File: config.mk
export PLATFORM = sky130hd
export DESIGN_NAME = present_key_sequencer
export DESIGN_NICKNAME = d
export VERILOG_FILES = /design/src/rtl/present_pkg.sv /design/src/rtl/key_schedule.sv /design/src/rtl/present_key_sequencer.sv
export SDC_FILE = /design/constraint.sdc
export NUM_CORES = 2
export LEC_CHECK = 0
export BUFFER_PORTS_ARGS = -buffer_cell sky130_fd_sc_hd__buf_2
export CAP_MARGIN = 20
export CORE_MARGIN = 10
export CORE_UTILIZATION = 50
export CTS_CLUSTER_DIAMETER = 100
export DETAILED_ROUTE_END_ITERATION = 8
export MAX_ROUTING_LAYER = met4
export PLACE_DENSITY = 0.66
export SETUP_SLACK_MARGIN = 0.15
export SKIP_LAST_GASP = 1
export SLEW_MARGIN = 25
export SYNTH_ARGS = -nofsm -noshare
export SYNTH_HDL_FRONTEND = slang
export SYNTH_SLANG_ARGS = --single-unit
File: constraint.sdc
create_clock -name clk -period 6.8 [get_ports clk]
set_clock_uncertainty 0.2 [all_clocks]
set_input_delay 1.02 -clock clk [delete_from_list [all_inputs] [get_ports clk]]
set_output_delay 1.02 -clock clk [all_outputs]
set_load 0.02 [all_outputs]
File: src/rtl/present_pkg.sv
// Shared PRESENT-80 constants, sequencer state type and the 4-bit S-box.
package present_pkg;

  localparam int NUM_RK = 32;
  localparam int KEY_W  = 80;
  localparam int RK_W   = 64;

  typedef enum logic [1:0] {
    IDLE  = 2'd0,
    ENC   = 2'd1,
    GEN   = 2'd2,
    DRAIN = 2'd3
  } ks_state_t;

  function automatic logic [3:0] present_sbox(input logic [3:0] n);
    logic [3:0] s;
    case (n)
      4'h0: s = 4'hC;
      4'h1: s = 4'h5;
      4'h2: s = 4'h6;
      4'h3: s = 4'hB;
      4'h4: s = 4'h9;
      4'h5: s = 4'h0;
      4'h6: s = 4'hA;
      4'h7: s = 4'hD;
      4'h8: s = 4'h3;
      4'h9: s = 4'hE;
      4'hA: s = 4'hF;
      4'hB: s = 4'h8;
      4'hC: s = 4'h4;
      4'hD: s = 4'h7;
      4'hE: s = 4'h1;
      default: s = 4'h2;
    endcase
    return s;
  endfunction

endpackage

File: src/rtl/key_schedule.sv
// One PRESENT-80 key-register update: rotate left by 61, S-box on the top
// nibble, XOR the 5-bit round counter into bits 19:15.
module key_schedule
  import present_pkg::*;
(
  input  logic [KEY_W-1:0] x,
  input  logic [4:0]       i,
  output logic [KEY_W-1:0] y
);

  logic [KEY_W-1:0] w_rot;

  assign w_rot = {x[18:0], x[79:19]};

  // Substitute the top nibble and mix in the round counter.
  always_comb begin
    y          = w_rot;
    y[79:76]   = present_sbox(w_rot[79:76]);
    y[19:15]   = w_rot[19:15] ^ i;
  end

endmodule

File: src/rtl/present_key_sequencer.sv
// Iterative PRESENT-80 round-key sequencer. Streams rk1..rk32 directly from
// the key register (encryption) or expands all 32 keys into a local buffer
// first and replays them rk32..rk1 (decryption).
//
// state | meaning
// IDLE  | waiting for start; all outputs quiet
// ENC   | presenting kreg[79:16] as rk_rc, advance on handshake
// GEN   | filling mem with rk1..rk32, one per cycle, nothing valid
// DRAIN | presenting mem[rc-1] as rk_rc, count down on handshake
module present_key_sequencer
  import present_pkg::*;
(
  input  logic             clk,
  input  logic             rst_n,
  input  logic             start,
  input  logic             dec,
  input  logic [KEY_W-1:0] key,
  input  logic             abort,
  output logic [RK_W-1:0]  rk,
  output logic [5:0]       rk_idx,
  output logic             rk_valid,
  input  logic             rk_ready,
  output logic             busy,
  output logic             done
);

  ks_state_t        r_state;
  logic [KEY_W-1:0] r_kreg;
  logic [5:0]       r_rc;
  logic [RK_W-1:0]  r_rk;
  logic [5:0]       r_rk_idx;
  logic             r_rk_valid;
  logic             r_busy;
  logic             r_done;
  logic [RK_W-1:0]  r_mem [NUM_RK];

  logic [KEY_W-1:0] w_ks;
  logic             w_hs;
  logic             w_rc_last;
  logic [4:0]       w_wr_idx;
  logic [4:0]       w_rd_idx;
  logic [RK_W-1:0]  w_mem_rd;

  key_schedule u_key_schedule (
    .x (r_kreg),
    .i (r_rc[4:0]),
    .y (w_ks)
  );

  assign w_hs      = r_rk_valid & rk_ready;
  assign w_rc_last = (r_rc == 6'(NUM_RK));
  // rc runs 1..32; the 5-bit wrap makes rc=32 land on slot 31.
  assign w_wr_idx  = r_rc[4:0] - 5'd1;
  // Slot of the key that follows the current one while draining (rc-1).
  assign w_rd_idx  = r_rc[4:0] - 5'd2;
  assign w_mem_rd  = r_mem[w_rd_idx];

  // Sequencer FSM; rk/rk_idx/rk_valid are registered so rk_ready never reaches them.
  always_ff @(posedge clk) begin
    if (!rst_n) begin
      r_state    <= IDLE;
      r_kreg     <= '0;
      r_rc       <= '0;
      r_rk       <= '0;
      r_rk_idx   <= '0;
      r_rk_valid <= 1'b0;
      r_busy     <= 1'b0;
      r_done     <= 1'b0;
    end else begin
      r_done <= 1'b0;
      case (r_state)
        IDLE: begin
          if (start) begin
            r_kreg <= key;
            r_rc   <= 6'd1;
            r_busy <= 1'b1;
            if (dec) begin
              r_state <= GEN;
            end else begin
              r_state    <= ENC;
              r_rk_valid <= 1'b1;
              r_rk       <= key[79:16];
              r_rk_idx   <= 6'd1;
            end
          end
        end
        ENC: begin
          if (abort || (w_hs && w_rc_last)) begin
            r_state    <= IDLE;
            r_kreg     <= '0;
            r_rc       <= '0;
            r_rk       <= '0;
            r_rk_idx   <= '0;
            r_rk_valid <= 1'b0;
            r_busy     <= 1'b0;
            r_done     <= !abort;
          end else if (w_hs) begin
            r_kreg   <= w_ks;
            r_rc     <= r_rc + 6'd1;
            r_rk     <= w_ks[79:16];
            r_rk_idx <= r_rc + 6'd1;
          end
        end
        GEN: begin
          if (abort) begin
            r_state  <= IDLE;
            r_kreg   <= '0;
            r_rc     <= '0;
            r_busy   <= 1'b0;
          end else if (w_rc_last) begin
            // rk32 is being written to the buffer this cycle; present it directly.
            r_state    <= DRAIN;
            r_rk_valid <= 1'b1;
            r_rk       <= r_kreg[79:16];
            r_rk_idx   <= r_rc;
          end else begin
            r_kreg <= w_ks;
            r_rc   <= r_rc + 6'd1;
          end
        end
        DRAIN: begin
          if (abort || (w_hs && (r_rc == 6'd1))) begin
            r_state    <= IDLE;
            r_kreg     <= '0;
            r_rc       <= '0;
            r_rk       <= '0;
            r_rk_idx   <= '0;
            r_rk_valid <= 1'b0;
            r_busy     <= 1'b0;
            r_done     <= !abort;
          end else if (w_hs) begin
            r_rc     <= r_rc - 6'd1;
            r_rk     <= w_mem_rd;
            r_rk_idx <= r_rc - 6'd1;
          end
        end
        default: begin
          r_state <= IDLE;
        end
      endcase
    end
  end

  // Round-key buffer: filled during GEN, never cleared by reset.
  always_ff @(posedge clk) begin
    if (rst_n && (r_state == GEN)) begin
      r_mem[w_wr_idx] <= r_kreg[79:16];
    end
  end

  assign rk       = r_rk;
  assign rk_idx   = r_rk_idx;
  assign rk_valid = r_rk_valid;
  assign busy     = r_busy;
  assign done     = r_done;

endmodule

# Word level (Yosys, flattened, before mapping)
# Memories as Yosys holds them, arrays and structs flattened. A register that Yosys moved wholly into a read port is not among the register bits.
# Cells that the tools add are included.
# op_classes
div_mod_pow	0
order_cmp	0
n_reduce_logical	13
eq_ne	16
n_mux	53
n_mul	0
bitwise_logic	2
shift	0
n_addsub	4
# ops
operator	n
$mux 64	8
$mux 80	6
$pmux 80 s4	1
$pmux 64 s4	1
$mux 6	11
$pmux 6 s4	2
$reduce_and 4->1	4
$ne 2x2->1 const B	7
$mux 1	12
$mux 2	6
$ne 3x3->1 const B	4
$reduce_and 6->1	2
$mux 4	2
$pmux 1 s4	2
$pmux 2 s4	1
$add 6x1->6 const B	1
$eq 6x1->1 const B	1
$eq 6x6->1 const B	1
$sub 6x1->6 const B	1
$sub 5x1->5 const B	1
$sub 5x2->5 const B	1
$xor 5x5->5	1
$eq 2x2->1 const B	2
$logic_and 1x1->1	3
other kinds (6)	7
# totals
mem_count	2
mem_bits_ro	64
elab_cells	98
latchBits	0
input_bits	86
out_inout_bits	73
mem_bits_rw	2048
regBits	161
# mem_list
memory	words	width	read_ports	rd_ports_with_merged_regs	write_ports	line	rtl
r_mem	32	64	1	0	1	present_key_sequencer.sv:35	logic [RK_W-1:0] r_mem [NUM_RK];
(name not given)	16	4	1	1	0	present_pkg.sv:17	case (n)

# Logic depth before layout (Yosys ltp)
# logic_depth
depth_word	7
mapped_depth	18
depth_no_buf	12

# Cells and area by module
# A second synthesis with hierarchy kept.
# hier_totals
hier_cells	4335
area_unflattened_um2	87368.8
# modules_own_cells
mod	seq_area_each_um2	cells_per_inst	area_per_inst_um2	n_inst
present_key_sequencer	64722.1	4241	86613.1	1
key_schedule	0.0	94	755.7	1

# Worst setup path after synthesis
# Ideal clock, no wire load.
# synth_path
path_kind	reg2reg
startpoint	register r_rc[1]
endpoint	memory r_mem[20][0] (enable)
n_path_buf	4
setup_slack_ns	0.884
period_less_slack_ns	5.916
required_ns	6.113
arrival_ns	5.229
setup_time_ns	0.487
path_stages_with_launch	12
cell_sequence	dfxtp_1 -> buf_2 -> inv_1 -> clkbuf_1 -> clkbuf_1 -> clkbuf_1 -> ha_1 -> a21boi_2 -> xor2_1 -> o22ai_1 -> a32oi_1 -> nor2_1
# synth_via
elab_chain_cells	1
# synth_rtl
element	line	rtl
start: declaration	present_key_sequencer.sv:29	logic [5:0] r_rc;
start signal: assignment	present_key_sequencer.sv:99	r_rc <= r_rc + 6'd1;
start signal: assignment	present_key_sequencer.sv:118	r_rc <= r_rc + 6'd1;
start signal: assignment	present_key_sequencer.sv:132	r_rc <= r_rc - 6'd1;
$sub 5x1->5	present_key_sequencer.sv:53	assign w_wr_idx = r_rc[4:0] - 5'd1;
end: declaration	present_key_sequencer.sv:35	
# Every way passes these cells.

# Worst setup path in the final report
# layout_path
startpoint	register r_rc[1]
endpoint	register u_key_schedule.y[76] (netlist name)
# layout_via
elab_chain_cells	7
elab_cells_between_ends	18
classes_between	eq/ne: 5; mux: 7; bitwise: 1; reduce/logical: 5
# layout_rtl
element	line
$eq 6x6->1 / $eq 6x1->1 (equally long branches)	present_key_sequencer.sv:51, present_key_sequencer.sv:122
$logic_and 1x1->1, on equally long branches	present_key_sequencer.sv:88, present_key_sequencer.sv:122
$logic_or 1x1->1, on equally long branches	present_key_sequencer.sv:88, present_key_sequencer.sv:122
$ne 3x3->1 (no source line) (tied with other cells)	n/a
$reduce_and 4->1 (no source line) / $pmux 80 s4 (equally long branches)	n/a
$mux 4 (no source line) * (2 in a row)	n/a
# Every way passes the cells marked *; elsewhere a longest branch is shown, timed or not. The select of a mux whose other input is x is not followed.
# A chain may end at the register's enable or synchronous reset.

==> impl_metrics.tcl <==
set metrics [dict create \
    r2r_slack_ps 2140 \
    max_freq_mhz 214 \
    overflow 0 \
    synthArstFlopShare 0 \
    critPathSlowestCell "a211oi_4" \
    via_per_inst 6.46 \
    final_hold_viol_count 0 \
    crit_required_ps 7370 \
    netlist_area_um2 87000 \
    dp_hpwl_um 139000 \
    ys_seq_area_frac 0.745 \
    via_count 46600 \
    drive_above_1_share 0.256 \
    status "finished, final reports clean" \
    yosys_warnings 0 \
    die_w_um 437 \
    cp_cell_sequence "inv_6 -> ha_1 -> nand4b_4 -> o41a_1 -> a211oi_4 -> a2bb2oi_1 -> and2_1 -> inv_1 -> ha_1 -> mux2_1 -> a22oi_1" \
    ff2ff_path_depth 11 \
    finalCritPeriodShare 0.686 \
    die_y_um 437 \
    crit_type "reg -> reg" \
    cts_hold_buf 0 \
    gp_congestion 0.882 \
    fp.coreArea_um2 173000 \
    ys.flop_type "edfxtp_1" \
    synth_top_area_cell "edfxtp_1" \
    cts_root_buf "clkbuf_16" \
    port_buffers 158 \
    insertion_delay_ps 850 \
    drt-total-wl_um 244000 \
    ctsResizeCount 0 \
    ant_nets 0 \
    grt_pass1_wl_um 348000 \
    cts_buffers 209 \
    clk_pin_slew_worst_paths_ps 70 \
    clkSinkCount 2213 \
    slew_headroom 0.253 \
    synth_nets 4572 \
    min_from "start" \
    grt_setup_unrepaired "no" \
    finalCriticalPeriod_ps 4660 \
    slowest_delay_ps 930 \
    grt_start_max_net_pins 143 \
    area_growth_syn_to_layout_pct 13.0 \
    finalNonFillerCells 7216 \
    cts_tree "built" \
    yosys-top-cells-count "2048 x edfxtp_1, 531 x mux4_2, 208 x a21oi_1" \
    dieArea_um2 191000 \
    synth_cells 4472 \
    peakVddDrop_mv 0.298 \
    r2r_start "r_rc[1]" \
    power_leakage_nw 31.1 \
    hold_path_end "busy" \
    grt_pass1_vias 46500 \
    path_max_fanout 31 \
    drt_iter0_markers 6259 \
    drc 0 \
    worst_path_most_repeated_cell "ha_1" \
    post_cts_buffers 0 \
    yosysMostFrequentCell "edfxtp_1" \
    ys_ff_latch 2213 \
    whs_path_depth 3 \
    synth_cell_types 67 \
    r2r-end "u_key_schedule.y[76]" \
    start_util 0.502 \
    crit_path_end_kind "register" \
    startpoint_type "register" \
    ios 159 \
    yosys-top-cells-area "edfxtp_1 71%, mux4_2 14%, dfxtp_1 3.8%, a21oi_1 1.2%, mux2i_1 1.0%" \
    final_nets 4813 \
    drt-pass1-iter-count 6 \
    dpl.cell_count 6825 \
    worst_pin_slew_ps 1120 \
    wl_per_cell_um 33.8 \
    slew_viol_final 0 \
    syn_avg_cell_area_um2 19.5 \
    finalSetupViolCount 0 \
    worst_ep_arrival_time_ps 5230 \
    grt_util_all_layers 0.259 \
    setup-tns-final_ps 0 \
    rows 153 \
    power.density_nw_per_um2 360 \
    h-tree-depth 4 \
    antenna_found_initial 4 \
    synth_edf_count 2048 \
    maxCapViolCount 0 \
    cts_max_path_buffers 3 \
    yosysTopAreaCellShare 0.707 \
    hold_path.class "in -> reg" \
]
==> worst max path at each step <==
stage / slack [ps] / end / start / cells after the start
after floorplan: 880 / r_mem[20][0] / r_rc[1] / 11
after global placement: 2220 / u_key_schedule.y[76] / r_rc[1] / 11
after detailed placement: 2230 / u_key_schedule.y[77] / r_rc[1] / 10
after CTS: 2180 / u_key_schedule.y[76] / r_rc[1] / 11
after global routing: 1950 / u_key_schedule.y[76] / r_rc[1] / 11
final: 2140 / u_key_schedule.y[76] / r_rc[1] / 11
==> sequential cells by signal, indices dropped and copies added (netlist names), 2 cells and up <==
signal and flops:
u_key_schedule.y 4, rk 64, r_state 2, r_rc 6
rk_idx 6, r_kreg 80, r_mem 2048
==> cell families (layout without fill, tap and decap cells) <==
family,Yosys count,in the layout,share of synthesized area
xor gates and xnor gates,10,10,0.00101
other,0,2,0
and+or+nand+nor,630,630,0.0360
adders and majority gates,14,14,0.00201
AOI/OAI and AO/OA,631,631,0.0489
DFF,2213,2213,0.745
muxes,644,644,0.151
buffers and inverters,330,747,0.0161
==> metrics by stage <==
step | setup WS, ps | hold WS (ps) | cell area [um^2] | util | total power, mW
floorplan | 884 | 288 | 87000 | - | 21.4
global placement | 2220 | 284 | 91400 | 0.527 | 24.1
detailed placement | 2230 | 288 | 91600 | 0.528 | 24.3
CTS | 2180 | 238 | 98300 | 0.567 | 35.5
global route | 1950 | 301 | 98300 | 0.567 | 36.5
finish | 2140 | 294 | 98300 | 0.567 | 35.4
==> critical path: cells and delay by family, from the launching register on <==
kind | cells | cell delay (ps)
AO/OA/AOI/OAI | 4 | 2020
adder cells (fa/ha/maj) | 2 | 640
flip-flops | 1 | 510
buffers and inverters | 2 | 500
AND/OR/NAND/NOR | 2 | 400
multiplexers | 1 | 300
==> routing by layer <==
| metal | track usage | part of all wire | vias up |
|---|---|---|---|
| li1 | - | - | 19000 |
| met4 | 0.135 | 0.060 | 0 |
| met1 | 0.335 | 0.38 | 24600 |
| met2 | 0.403 | 0.48 | 2538 |
| met3 | 0.0377 | 0.082 | 526 |
| met5 | - | 0 | - |
==> power breakdown <==
part	total (mW)	internal, mW	switching, mW
Sequential	16.8	16.0	0.816
Clock	11.4	6.38	5.02
Combinational	7.19	2.76	4.43
Total	35.4	25.1	10.3
==> area by class of cell <==
type	count	area, um^2
antenna	2	5.00
timing repair buffer	335	2660
multi-input combinational	1929	21100
tap	2325	2910
clock buffer	294	5730
clock inverter	93	928
inverter	25	98.8
fill	12900	75100
sequential	2213	64800
==> cells in the final DEF (no fill, tap or decap), types with 76 or more instances in the layout <==
cell,instances
dfxtp_1,135
nand2_1,204
mux4_2,531
nor2_1,117
a211oi_1,76
edfxtp_1,2048
mux2i_1,91
o211ai_1,109
a221oi_1,79
buf_4,135
a21oi_1,205
buf_2,157
clkbuf_16,209
Note: power is estimated with default switching activity, not from simulation.
